**config.mk**
```make
export PLATFORM = sky130hd
export DESIGN_NAME = fb_tile_painter
export DESIGN_NICKNAME = d
export VERILOG_FILES = /design/src/rtl/snake_fb_pkg.sv /design/src/rtl/fb_tile_addr_gen.sv /design/src/rtl/fb_tile_painter.sv
export SDC_FILE = /design/constraint.sdc
export NUM_CORES = 1
export LEC_CHECK = 0
export ABC_AREA = 0
export CAP_MARGIN = 10
export CORE_ASPECT_RATIO = 0.75
export CORE_MARGIN = 1
export CORE_UTILIZATION = 56
export CTS_CLUSTER_DIAMETER = 60
export CTS_CLUSTER_SIZE = 28
export DETAILED_ROUTE_END_ITERATION = 10
export GPL_ROUTABILITY_DRIVEN = 0
export PLACE_DENSITY = 0.8
export SYNTH_ARGS = -nofsm -noshare
export SYNTH_HDL_FRONTEND = slang
export SYNTH_HIERARCHICAL = 1
export SYNTH_SLANG_ARGS = --single-unit
```
**constraint.sdc**
```tcl
create_clock -name iclk -period 3.1 [get_ports iclk]
set_input_delay 0.775 -clock iclk [delete_from_list [all_inputs] [get_ports iclk]]
set_output_delay 0.775 -clock iclk [all_outputs]
set_load 0.05 [all_outputs]
```
**src/rtl/snake_fb_pkg.sv**
```systemverilog
// Shared constants, state encoding and tile-origin helper for the snake
// framebuffer writer (fb_tile_painter and fb_tile_addr_gen).
package snake_fb_pkg;

   localparam int H_RES      = 640;
   localparam int V_RES      = 480;
   localparam int TILE       = 16;
   localparam int ADDR_W     = 19;
   localparam int DATA_W     = 8;

   localparam int TILE_LOG2  = $clog2(TILE);
   localparam int TILE_COLS  = H_RES / TILE;
   localparam int TILE_ROWS  = V_RES / TILE;
   localparam int FB_WORDS   = H_RES * V_RES;
   localparam int ROW_STRIDE = TILE * H_RES;
   localparam int IDX_W      = 6;

   typedef enum logic [2:0] {
      IDLE  = 3'd0,
      PAINT = 3'd1,
      CLEAR = 3'd2,
      DONE  = 3'd3,
      REJ   = 3'd4
   } fb_state_t;

   // Top-left pixel address of tile (col,row), built from shifted row-stride
   // partial sums so no general multiplier is needed.
   function automatic logic [ADDR_W-1:0] tile_base(input logic [IDX_W-1:0] col,
                                                    input logic [IDX_W-1:0] row);
      logic [ADDR_W-1:0] acc;
      acc = ADDR_W'(col) << TILE_LOG2;
      for (int i = 0; i < IDX_W; i++) begin
         if (row[i]) acc = acc + (ADDR_W'(ROW_STRIDE) << i);
      end
      return acc;
   endfunction

endpackage

```
**src/rtl/fb_tile_addr_gen.sv**
```systemverilog
// Raster-order address generator for a rectangular framebuffer region.
// px/py counters walk the region; the line base advances by H_RES per row and
// the address is either incremented or reloaded from the next line base.
// With full=1 at start the region is the whole screen (used by the clear path).
module fb_tile_addr_gen
   import snake_fb_pkg::*;
(
   input  logic              iclk,
   input  logic              iRST_n,
   input  logic              start,
   input  logic              step,
   input  logic              full,
   input  logic [ADDR_W-1:0] base,
   output logic [ADDR_W-1:0] addr,
   output logic              last
);

   logic [9:0]        px;
   logic [8:0]        py;
   logic [ADDR_W-1:0] line_base;
   logic              full_q;
   logic [9:0]        px_max;
   logic [8:0]        py_max;

   // Region extent selected by the mode latched at start.
   always_comb begin
      px_max = full_q ? 10'(H_RES - 1) : 10'(TILE - 1);
      py_max = full_q ? 9'(V_RES - 1)  : 9'(TILE - 1);
   end

   assign last = (px == px_max) && (py == py_max);

   // Counters and accumulators; they hold on the last pixel so the address
   // never runs past the end of the region.
   always_ff @(posedge iclk or negedge iRST_n) begin
      if (!iRST_n) begin
         px        <= '0;
         py        <= '0;
         line_base <= '0;
         addr      <= '0;
         full_q    <= 1'b0;
      end else if (start) begin
         px        <= '0;
         py        <= '0;
         line_base <= base;
         addr      <= base;
         full_q    <= full;
      end else if (step && !last) begin
         if (px == px_max) begin
            px        <= '0;
            py        <= py + 9'd1;
            line_base <= line_base + ADDR_W'(H_RES);
            addr      <= line_base + ADDR_W'(H_RES);
         end else begin
            px   <= px + 10'd1;
            addr <= addr + ADDR_W'(1);
         end
      end
   end

endmodule

```
**src/rtl/fb_tile_painter.sv**
```systemverilog
// Framebuffer tile painter: turns "paint tile (col,row) with colour" requests
// into one framebuffer write per clock in raster order within the tile.
// Optional build macro FB_CLEAR_EN adds a full-screen clear request (iclear=1).
// Without it, iclear is accepted on the port but has no effect.
module fb_tile_painter
   import snake_fb_pkg::*;
(
   input  logic              iclk,
   input  logic              iRST_n,
   input  logic              ireq_valid,
   output logic              oreq_ready,
   input  logic              iclear,
   input  logic [IDX_W-1:0]  icol,
   input  logic [IDX_W-1:0]  irow,
   input  logic [DATA_W-1:0] icolor,
   output logic              owren,
   output logic [ADDR_W-1:0] oaddr,
   output logic [DATA_W-1:0] odata,
   output logic              odone,
   output logic              oerr
);

   fb_state_t         state, state_nxt;
   logic              owren_nxt, odone_nxt, oerr_nxt;
   logic              gen_start, gen_step, gen_full, gen_last;
   logic              load_color;
   logic              tile_in_range;
   logic [ADDR_W-1:0] gen_base;

   assign oreq_ready    = (state == IDLE);
   assign tile_in_range = (icol < IDX_W'(TILE_COLS)) && (irow < IDX_W'(TILE_ROWS));

`ifdef FB_CLEAR_EN
   assign gen_full = iclear;
   assign gen_base = iclear ? '0 : tile_base(icol, irow);
`else
   logic unused_clear;
   assign unused_clear = iclear;
   assign gen_full     = 1'b0;
   assign gen_base     = tile_base(icol, irow);
`endif

   fb_tile_addr_gen u_addr_gen (
      .iclk   (iclk),
      .iRST_n (iRST_n),
      .start  (gen_start),
      .step   (gen_step),
      .full   (gen_full),
      .base   (gen_base),
      .addr   (oaddr),
      .last   (gen_last)
   );

   // State register.
   always_ff @(posedge iclk or negedge iRST_n) begin
      if (!iRST_n) state <= IDLE;
      else         state <= state_nxt;
   end

   // Next state and next values of the registered write/status outputs.
   always_comb begin
      state_nxt  = state;
      owren_nxt  = 1'b0;
      odone_nxt  = 1'b0;
      oerr_nxt   = 1'b0;
      gen_start  = 1'b0;
      gen_step   = 1'b0;
      load_color = 1'b0;
      case (state)
         IDLE: begin
            if (ireq_valid) begin
`ifdef FB_CLEAR_EN
               if (iclear) begin
                  state_nxt  = CLEAR;
                  gen_start  = 1'b1;
                  load_color = 1'b1;
                  owren_nxt  = 1'b1;
               end else
`endif
               if (tile_in_range) begin
                  state_nxt  = PAINT;
                  gen_start  = 1'b1;
                  load_color = 1'b1;
                  owren_nxt  = 1'b1;
               end else begin
                  state_nxt  = REJ;
                  oerr_nxt   = 1'b1;
               end
            end
         end
         PAINT: begin
            gen_step = 1'b1;
            if (gen_last) begin
               state_nxt = DONE;
               odone_nxt = 1'b1;
            end else begin
               owren_nxt = 1'b1;
            end
         end
`ifdef FB_CLEAR_EN
         CLEAR: begin
            gen_step = 1'b1;
            if (gen_last) begin
               state_nxt = DONE;
               odone_nxt = 1'b1;
            end else begin
               owren_nxt = 1'b1;
            end
         end
`endif
         DONE:    state_nxt = IDLE;
         REJ:     state_nxt = IDLE;
         default: state_nxt = IDLE;
      endcase
   end

   // Registered write enable, status pulses and the colour captured at acceptance.
   always_ff @(posedge iclk or negedge iRST_n) begin
      if (!iRST_n) begin
         owren <= 1'b0;
         odone <= 1'b0;
         oerr  <= 1'b0;
         odata <= '0;
      end else begin
         owren <= owren_nxt;
         odone <= odone_nxt;
         oerr  <= oerr_nxt;
         if (load_color) odata <= icolor;
      end
   end

endmodule

```
==> summary.md, run 1 <==
| Metric | Value |
|---|---|
| Pwr/cell area | 336 nW/µm² |
| Peak VDD IR | 0.226 mV |
| Max-capacitance violation count | 0 |
| Final instance area | 5580 µm² |
| Commonest cells after routing, fill and taps aside | 72 x dfrtp_1, 49 x clkdlybuf4s50_1, 40 x buf_4 |
| Vias post-DR | 4136 |
| Max-slew violations | 0 |
| Worst-Skew Late Latency | 0.36 ns |
| Fin Setup TNS | 0 ns |
| Worst-path clk slew | 0.07 ns |
| Cell family with most CP delay | multiplexers |
| Synthesized netlist cell count | 453 |
| GRT overflow | 0 |
| Yosys warnings | 6 |
| Max FO, Critical Path | 2 |
| Count of input and output buffers | 53 |
| Power, Total | 1.88 mW |
| CTS buffer count | 9 |
| Sequential share of the synthesized area | 41.3% |
| Synthesized cell area | 4360 µm² |
| Final ANT Viol Nets | 0 |
| CP Launch Type | primary input |
| CTS tree | yes |
| RSZ-0062 raised after global routing | false |
| Vias in the first global route | 3949 |
| H-tree levels | 3 |
| DR DRC count | 0 |
| Relative slew slack | 39.8% |
| Share of cells above drive strength 1 | 18.8% |
| Synth top area share | 41.3% |
| Slowest Stage Delay on Critical Path | 0.28 ns |
| DRT iter0 DRCs | 556 |
| CTS max path bufs | 2 |
| Clock Sink Count | 72 |
| Largest net degree at the start of global routing | 41 |
| Least-Margin Pin Slew | 0.892 ns |
| Vias/cell | 6.36 |
| Final period util | 98.7% |
| Most common cell after layout, fill and taps aside | dfrtp_1 |
| Initial antenna violation count | 0 |
| Final hold violation count | 0 |
| I/O Pins | 55 |
| CP arrival | 3.29 ns |
| ANT cells | 0 |
| Min Tclk post-route | 3.06 ns |
| HP Class | primary input to async pin |
| # fillers | 544 |
| Place WS | -0.773 ns |
| CP max-delay cell | mux2_4 |
| Max Freq | 0.327 GHz |
| Core area | 7430 µm² |
| Routed wire length | 12200 µm |
| Finish-stage setup viols | 0 |
| Final Net Count | 577 |
| #FFs+latches synth | 72 |
| Global-route wire length before repair | 20100 µm |
| Chip Width | 104 µm |
| CTS root buf | clkbuf_8 |
| Post-synth top flop | dfrtp_1 |
| Hold-fix buffers, CTS | 0 |
| Die area | 8150 µm² |
| Avg WL per Cell | 18.8 µm |
| FP Rows | 27 |
| Final core utilization | 75.1% |
| Final worst slack | 0.0392 ns |
| Post-synth ARST share | 100% |
| Crit path cell chain | buf_2 > ha_4 > mux2_4 > ha_4 > mux2_4 > ha_4 > mux2_4 > ha_4 > mux2_4 > nand2b_4 > o21ai_2 > o2111a_1 > a211oi_2 |
| Clock skew | 0.0111 ns |
| Placed cell area | 5330 µm² |
| Post-synth EDFFs | 0 |
| Initial Utilization | 58.7% |
| Die Span Y | 78.4 µm |
| First-pass detailed-route iteration total | 8 |
| Dpl hpwl | 8820 µm |
| Post-Syn Area per Cell | 9.63 µm² |
| Area delta synth->final | 28.0% |
| Outcome | complete, no violations |
| Leak | 2.37 nW |
| Setup crit end kind | flip-flop |
| GRT Total Usage | 31.8% |
| Synth unique cells | 72 |
| Required time worst endpoint | 3.33 ns |
| Largest cells by area after synthesis | dfrtp_1 41%, xnor2_1 3.0%, mux2_2 2.8%, mux2_4 2.8%, ha_1 2.6% |
| Cell accounting for the most synthesized area | dfrtp_1 |
| CP Class | primary input to flip-flop |
| Buf/Inv on CP | 1 |
-- cells by family after synthesis --
| kind of cell | synth area share [%] |
|---|---|
| other | 0.0860 |
| AND/OR/NAND/NOR | 20.9 |
| multiplexers | 7.66 |
| AO/OA/AOI/OAI | 19.4 |
| flip-flops | 41.3 |
| buffers and inverters | 3.62 |
| XOR/XNOR | 4.42 |
| adder cells (fa/ha/maj) | 2.58 |
-- worst reg2reg max path: stages, from the launching register on --
cell and delay (ns):
dfrtp_1 0.40, nor2_1 0.21, nand2_1 0.13, inv_1 0.08, inv_1 0.09, or4_4 0.51
a211o_1 0.46, buf_4 0.26, o31ai_1 0.36, a21oi_1 0.14
-- cell usage after synthesis, types with 2 or more instances --
master     n
a32oi_1    2
o211a_1    3
nand4_1   13
mux2_4     8
mux2i_1    9
a211oi_1   7
nor4b_1    2
inv_1     15
ha_1       9
xnor2_1   15
a21boi_1   5
a21oi_1   18
a31oi_1   11
buf_1      4
nor2_1    30
mux2_2    11
o211ai_1   5
nand3_1   19
and3_1     7
a41oi_1    3
buf_2      3
nor2b_1    5
nor3b_1    4
nand2b_1   2
o21ai_0   22
and4_1     2
a21o_1     5
clkbuf_1  11
nor3_1    17
buf_6      2
dfrtp_1   72
o22ai_1    2
o31ai_1    4
or3_1     18
a311oi_1   3
or4_1      5
and2_1     4
xor2_1     7
nand3b_1   2
nor4_1     5
nand2_1   29
a221o_1    3
-- power breakdown --
part,internal [mW],switching (mW)
clock,0.412,0.360
sequential,0.939,0
combinational,0.0947,0.0696
total,1.45,0.429
-- per-layer routing --
metal	up-vias	GRT usage [%]	share of wire, %
li1	1899	-	-
met1	1994	42.7	42
met2	213	50.5	47
met3	30	8.06	8.6
met4	0	10.3	1.9
met5	-	0	0
-- repair_timing --
item / CTS / global route
setup buffers: 1 / 2
pin swaps: 1 / 4
gates resized for setup: 10 / 7
setup endpoints to repair: 6 / 3
-- state kept, by name (all words and copies together), names as in the netlist --
name and flops:
u_addr_gen/addr 19, u_addr_gen/full_q 1, u_addr_gen/py 9, oerr 1, odata 8, owren 1
u_addr_gen/px 10, u_addr_gen/line_base 19, state 3, odone 1
-- cell type report --
cell class | instances | area [µm²] | area share (%)
clock buffer | 11 | 151 | 2.71
clock inverter | 5 | 55.1 | 0.986
inverter | 15 | 56.3 | 1.01
multi-input combinational | 352 | 2550 | 45.7
sequential | 72 | 1800 | 32.3
tap | 101 | 126 | 2.26
timing repair buffer | 94 | 841 | 15.1
-- stage by stage --
| stage | std cells | hold WS, ns |
|---|---|---|
| 2_1_floorplan | 460 | 0.448 |
| 3_3_place_gp | 631 | 0.459 |
| 3_5_place_dp | 631 | 0.474 |
| 4_1_cts | 648 | 0.486 |
| 5_1_grt | 650 | 0.505 |
| 6_report | 650 | 0.478 |
-- worst paths after layout --
path / end / from / slack, ns / depth (start not counted)
setup reg to reg: u_addr_gen/py[6] / state[1] / 0.33 / 9
max in group asynchronous: u_addr_gen/line_base[10] / iRST_n / 1.94 / 2
min in group iclk: u_addr_gen/line_base[1] / u_addr_gen/line_base[1] / 0.49 / 1
hold / removal: odata[4] / iRST_n / 0.48 / 1
hold reg to reg: u_addr_gen/line_base[1] / u_addr_gen/line_base[1] / 0.49 / 1
setup / recovery: u_addr_gen/addr[17] / irow[1] / 0.04 / 13
Power figures use the tool's default switching activity.
==> run 2, diff against run 1 <==
--- a/config.mk
+++ b/config.mk
@@ -14,6 +14,7 @@
 export CTS_CLUSTER_SIZE = 28
 export DETAILED_ROUTE_END_ITERATION = 10
 export GPL_ROUTABILITY_DRIVEN = 0
+export MAX_ROUTING_LAYER = met4
 export PLACE_DENSITY = 0.8
 export SYNTH_ARGS = -nofsm -noshare
 export SYNTH_HDL_FRONTEND = slang
==> run 2 against run 1 <==
Largest power group unchanged. First-iteration DRC count up 6.5%. Hold slack got worse by 0.0022 ns. Sequential share of layout area did not move.
==> summary.md, run 2 (same netlist as run 1, synthesis figures left out) <==
| Metric | Value |
|---|---|
| Routed wire length | 12300 µm |
| CTS tree | yes |
| Core area | 7430 µm² |
| Finish-stage setup viols | 0 |
| Max-capacitance violation count | 0 |
| First-pass detailed-route iteration total | 6 |
| Avg WL per Cell | 18.9 µm |
| FP Rows | 27 |
| Top flop regs | u_addr_gen/addr (19), u_addr_gen/line_base (19), u_addr_gen/px (10) |
| Cell family with most CP delay | multiplexers |
| CTS buffer count | 9 |
| CTS max path bufs | 2 |
| I/O Pins | 55 |
| Max Freq | 0.326 GHz |
| Most common cell after layout, fill and taps aside | dfrtp_1 |
| Min Tclk post-route | 3.06 ns |
| Final hold violation count | 0 |
| Clock Sink Count | 72 |
| Worst-Skew Late Latency | 0.36 ns |
| Required time worst endpoint | 3.33 ns |
| Share of cells above drive strength 1 | 18.8% |
| GRT Total Usage | 32.7% |
| Final core utilization | 75.1% |
| DR DRC count | 0 |
| Area delta synth->final | 28.0% |
| Place WS | -0.773 ns |
| Sequential Power Share | 50.2% |
| Final ANT Viol Nets | 0 |
| Slowest Stage Delay on Critical Path | 0.28 ns |
| Relative slew slack | 37.7% |
| Vias in the first global route | 3936 |
| CP max-delay cell | mux2_4 |
| Setup crit end kind | flip-flop |
| Outcome | complete, no violations |
| Die Span Y | 78.4 µm |
| Final Net Count | 577 |
| Max FO, Critical Path | 2 |
| Final worst slack | 0.0363 ns |
| Reg area | 1800 µm² |
| Least-Margin Pin Slew | 0.922 ns |
| Count of input and output buffers | 53 |
| H-tree levels | 3 |
| CP Launch Type | primary input |
| CP arrival | 3.29 ns |
| Buf/Inv on CP | 1 |
| Psw | 426 µW |
| ANT cells | 0 |
| CP Class | primary input to flip-flop |
| Die area | 8150 µm² |
| Initial antenna violation count | 0 |
| Commonest cells after routing, fill and taps aside | 72 x dfrtp_1, 49 x clkdlybuf4s50_1, 40 x buf_4 |
| RSZ-0062 raised after global routing | false |
| DRT iter0 DRCs | 592 |
| HP Class | primary input to async pin |
| Clock skew | 0.00961 ns |
| CTS root buf | clkbuf_8 |
| # fillers | 544 |
| Peak VDD IR | 0.226 mV |
| Crit path cell chain | buf_2 > ha_4 > mux2_4 > ha_4 > mux2_4 > ha_4 > mux2_4 > ha_4 > mux2_4 > nand2b_4 > o21ai_2 > o2111a_1 > a211oi_2 |
| Vias/cell | 6.39 |
| Pwr/cell area | 335 nW/µm² |
| GRT overflow | 0 |
| Leak | 2.37 nW |
| Chip Width | 104 µm |
| Final period util | 98.8% |
| Largest net degree at the start of global routing | 41 |
| Vias post-DR | 4151 |
| Combinational power share | 8.8% |
| Dpl hpwl | 8820 µm |
| Fin Setup TNS | 0 ns |
| Sw Share | 22.8% |
| Worst-path clk slew | 0.07 ns |
| Cell internal pwr | 1.45 mW |
| Max-slew violations | 0 |
| Area taken by multi-input logic gates | 2550 µm² |
| Global-route wire length before repair | 20100 µm |
| Hold-fix buffers, CTS | 0 |
| Initial Utilization | 58.7% |
| Clock network fraction of design power | 41.1% |
-- run 2: final cells by class --
type,instances,area share [%]
Tap cell,101,2.26
Sequential cell,72,32.3
Clock buffer,11,2.71
Inverter,15,1.01
Multi-Input combinational cell,352,45.7
Timing Repair Buffer,94,15.1
Clock inverter,5,0.986
-- run 2: repair_timing --
action,CTS,global route
gates resized for setup,10,7
buffers inserted,1,2
pin swaps,1,4
endpoints found under the setup margin,6,3
-- run 2: per-stage QoR --
stage | std cells | power (mW) | instance area, µm² | hold WS (ns)
floorplan | 460 | 1.02 | 4480 | 0.448
global placement | 631 | 1.11 | 5330 | 0.459
detailed placement | 631 | 1.11 | 5330 | 0.474
CTS | 648 | 1.88 | 5540 | 0.486
global route | 650 | 1.94 | 5580 | 0.505
finish | 650 | 1.87 | 5580 | 0.476
-- run 2: worst register-to-register path: cells and delay by family (launching register included) --
family	cells	cell delay (ns)
buffers and inverters	3	0.43
flip-flops	1	0.40
AND/OR/NAND/NOR	3	0.85
AO/OA/AOI/OAI	3	0.95
-- run 2: power groups by stage --
stage          Combinational [mW]  Sequential [mW]  Clock (mW)
2_1_floorplan              0.0671            0.957           0
3_3_place_gp                0.151            0.957           0
3_5_place_dp                0.158            0.957           0
4_1_cts                     0.161            0.938       0.783
5_1_grt                     0.181            0.938       0.817
6_report                    0.165            0.939       0.768
-- run 2: worst paths after layout --
check / end / slack, ns / depth (start not counted) / startpoint
worst max-delay path: u_addr_gen/addr[17] / 0.04 / 13 / irow[1]
worst min-delay path: odata[4] / 0.48 / 1 / iRST_n
worst max register to register: u_addr_gen/py[6] / 0.34 / 9 / state[1]
worst min register to register: u_addr_gen/line_base[1] / 0.49 / 1 / u_addr_gen/line_base[1]
max in group asynchronous: u_addr_gen/line_base[10] / 1.94 / 2 / iRST_n
min in group iclk: u_addr_gen/line_base[1] / 0.49 / 1 / u_addr_gen/line_base[1]
-- run 2: metal layers --
layer / wire (µm) / vias up / share of wire (%) / track usage, %
met3: 1080 / 48 / 8.8 / 8.14
met5: 0 / - / 0 / -
met1: 5050 / 1989 / 41 / 42.8
met2: 5780 / 214 / 47 / 50.1
li1: - / 1900 / - / -
met4: 340 / 0 / 2.8 / 10.9
==> run 3, diff against run 2 <==
--- a/config.mk
+++ b/config.mk
@@ -8,7 +8,6 @@
 export ABC_AREA = 0
 export CAP_MARGIN = 10
 export CORE_ASPECT_RATIO = 0.75
-export CORE_MARGIN = 1
 export CORE_UTILIZATION = 56
 export CTS_CLUSTER_DIAMETER = 60
 export CTS_CLUSTER_SIZE = 28
@@ -16,7 +15,9 @@
 export GPL_ROUTABILITY_DRIVEN = 0
 export MAX_ROUTING_LAYER = met4
 export PLACE_DENSITY = 0.8
+export SETUP_SLACK_MARGIN = 0.15
 export SYNTH_ARGS = -nofsm -noshare
 export SYNTH_HDL_FRONTEND = slang
 export SYNTH_HIERARCHICAL = 1
 export SYNTH_SLANG_ARGS = --single-unit
+export TNS_END_PERCENT = 10
==> run 3 against run 2 <==
Clock-buffer cell count unchanged. Setup slack better by 0.019 ns. Hold slack improved by 0.0013 ns. Clock skew about the same. Wire length grew 1.0%.
==> summary.md, run 3 (same netlist as run 1, synthesis figures left out) <==
| Metric | Value |
|---|---|
| Outcome | complete, no violations |
| Dpl hpwl | 8820 µm |
| Initial antenna violation count | 0 |
| Avg WL per Cell | 19.1 µm |
| FF-to-FF Start | state[1] |
| ANT cells | 0 |
| Vias in the first global route | 3947 |
| CTS max path bufs | 2 |
| Global-route wire length before repair | 20200 µm |
| CP max-delay cell | mux2_4 |
| FP Rows | 27 |
| CP arrival | 3.28 ns |
| Required time worst endpoint | 3.33 ns |
| CTS buffer count | 9 |
| Chip Width | 104 µm |
| Vias post-DR | 4197 |
| R2R depth | 9 |
| Crit path cell chain | buf_8 > ha_4 > mux2_4 > ha_4 > mux2_4 > ha_4 > mux2_4 > ha_4 > mux2_4 > nand2b_4 > o21ai_2 > o2111a_1 > a211oi_2 |
| Commonest cells after routing, fill and taps aside | 72 x dfrtp_1, 49 x clkdlybuf4s50_1, 39 x buf_4 |
| Area taken by multi-input logic gates | 2570 µm² |
| Leak | 2.37 nW |
| H-tree levels | 3 |
| Final Net Count | 577 |
| CP Class | primary input to flip-flop |
| R2R Setup Slk | 0.34 ns |
| Share of cells above drive strength 1 | 19.5% |
| Largest net degree at the start of global routing | 41 |
| CTS root buf | clkbuf_8 |
| Pwr/cell area | 334 nW/µm² |
| Initial Utilization | 58.7% |
| Min Tclk post-route | 3.04 ns |
| Vias/cell | 6.46 |
| Hold-fix buffers, CTS | 0 |
| Clock Sink Count | 72 |
| Max Freq | 0.328 GHz |
| Reg area | 1800 µm² |
| Routed wire length | 12400 µm |
| DRT iter0 DRCs | 564 |
| Most common cell after layout, fill and taps aside | dfrtp_1 |
| GRT Total Usage | 32.8% |
| CTS tree | yes |
| GRT overflow | 0 |
| # fillers | 534 |
| HP Class | primary input to async pin |
| R2R Path End | u_addr_gen/py[6] |
| Final period util | 98.2% |
| First-pass detailed-route iteration total | 9 |
| Slowest Stage Delay on Critical Path | 0.28 ns |
| RSZ-0062 raised after global routing | true |
| Top flop regs | u_addr_gen/addr (19), u_addr_gen/line_base (19), u_addr_gen/px (10) |
| CP Launch Type | primary input |
| Worst-Skew Late Latency | 0.36 ns |
| Area delta synth->final | 28.8% |
| Power, Total | 1.88 mW |
| Final ANT Viol Nets | 0 |
| Setup crit end kind | flip-flop |
| Clock skew | 0.00995 ns |
| Die Span Y | 78.4 µm |
| Final hold violation count | 0 |
| Max FO, Critical Path | 2 |
| Max-slew violations | 0 |
| Finish-stage setup viols | 0 |
| Die area | 8150 µm² |
| I/O Pins | 55 |
| Peak VDD IR | 0.226 mV |
| Core area | 7430 µm² |
| DR DRC count | 0 |
| Worst-path clk slew | 0.08 ns |
| Least-Margin Pin Slew | 0.886 ns |
| Max-capacitance violation count | 0 |
| Relative slew slack | 40.2% |
| Fin Setup TNS | 0 ns |
| Count of input and output buffers | 53 |
[run 3: how the worst max path moves through the flow]
stage / from / to / slack, ns / depth (start not counted)
global route: irow[0] / u_addr_gen/addr[17] / 0.01 / 13
detailed placement: irow[1] / u_addr_gen/addr[17] / -0.77 / 14
floorplan: irow[0] / u_addr_gen/addr[17] / -0.16 / 12
finish: irow[0] / u_addr_gen/addr[17] / 0.06 / 13
CTS: irow[1] / u_addr_gen/addr[17] / 0.08 / 13
global placement: irow[0] / u_addr_gen/addr[17] / -0.70 / 13
[run 3: what timing repair did]
action,in CTS,in global routing
hold endpoints to repair,0,0
setup buffers,1,2
resized for setup,13,11
pin swaps,2,2
setup endpoints to repair,25,21
[run 3: cell type report]
cell class	count	area share (%)
timing repair buffer	94	15.2
multi-input combinational	352	45.8
tap	101	2.25
clock buffer	11	2.70
clock inverter	5	0.980
sequential	72	32.1
inverter	15	1.00
[run 3: through the flow]
step | setup slack (ns) | instances | instance area, µm² | hold WS (ns) | util, %
finish | 0.0550 | 650 | 5620 | 0.477 | 75.6
global route | 0.0118 | 650 | 5620 | 0.505 | 75.6
CTS | 0.0797 | 648 | 5550 | 0.486 | 74.7
detailed placement | -0.773 | 631 | 5330 | 0.474 | 71.8
global placement | -0.703 | 631 | 5330 | 0.459 | 71.8
floorplan | -0.163 | 460 | 4480 | 0.448 | -
[run 3: worst max-delay path, delay by kind of cell]
kind	cells	cell delay, ns
buf+inv	1	0.10
simple gates	1	0.15
mux	4	1.07
compound gates	3	0.33
fa+ha+maj	4	0.86
[run 3: report_power, final]
group	switching (mW)	leakage, nW	internal (mW)	total (mW)
Sequential	0	0.908	0.939	0.939
Combinational	0.0699	1.36	0.0962	0.166
Clock	0.360	0.101	0.412	0.773
Total	0.430	2.37	1.45	1.88
[run 3: per-layer routing]
layer  routed length, µm  global-route usage (%)  up-vias  part of all wire, %
li1                    -                       -     1902                    -
met1                5130                    42.8     2024                   41
met2                5830                    50.5      229                   47
met3                1120                    8.14       42                  9.0
met4                 306                    10.9        0                  2.5
met5                   0                       -        -                    0
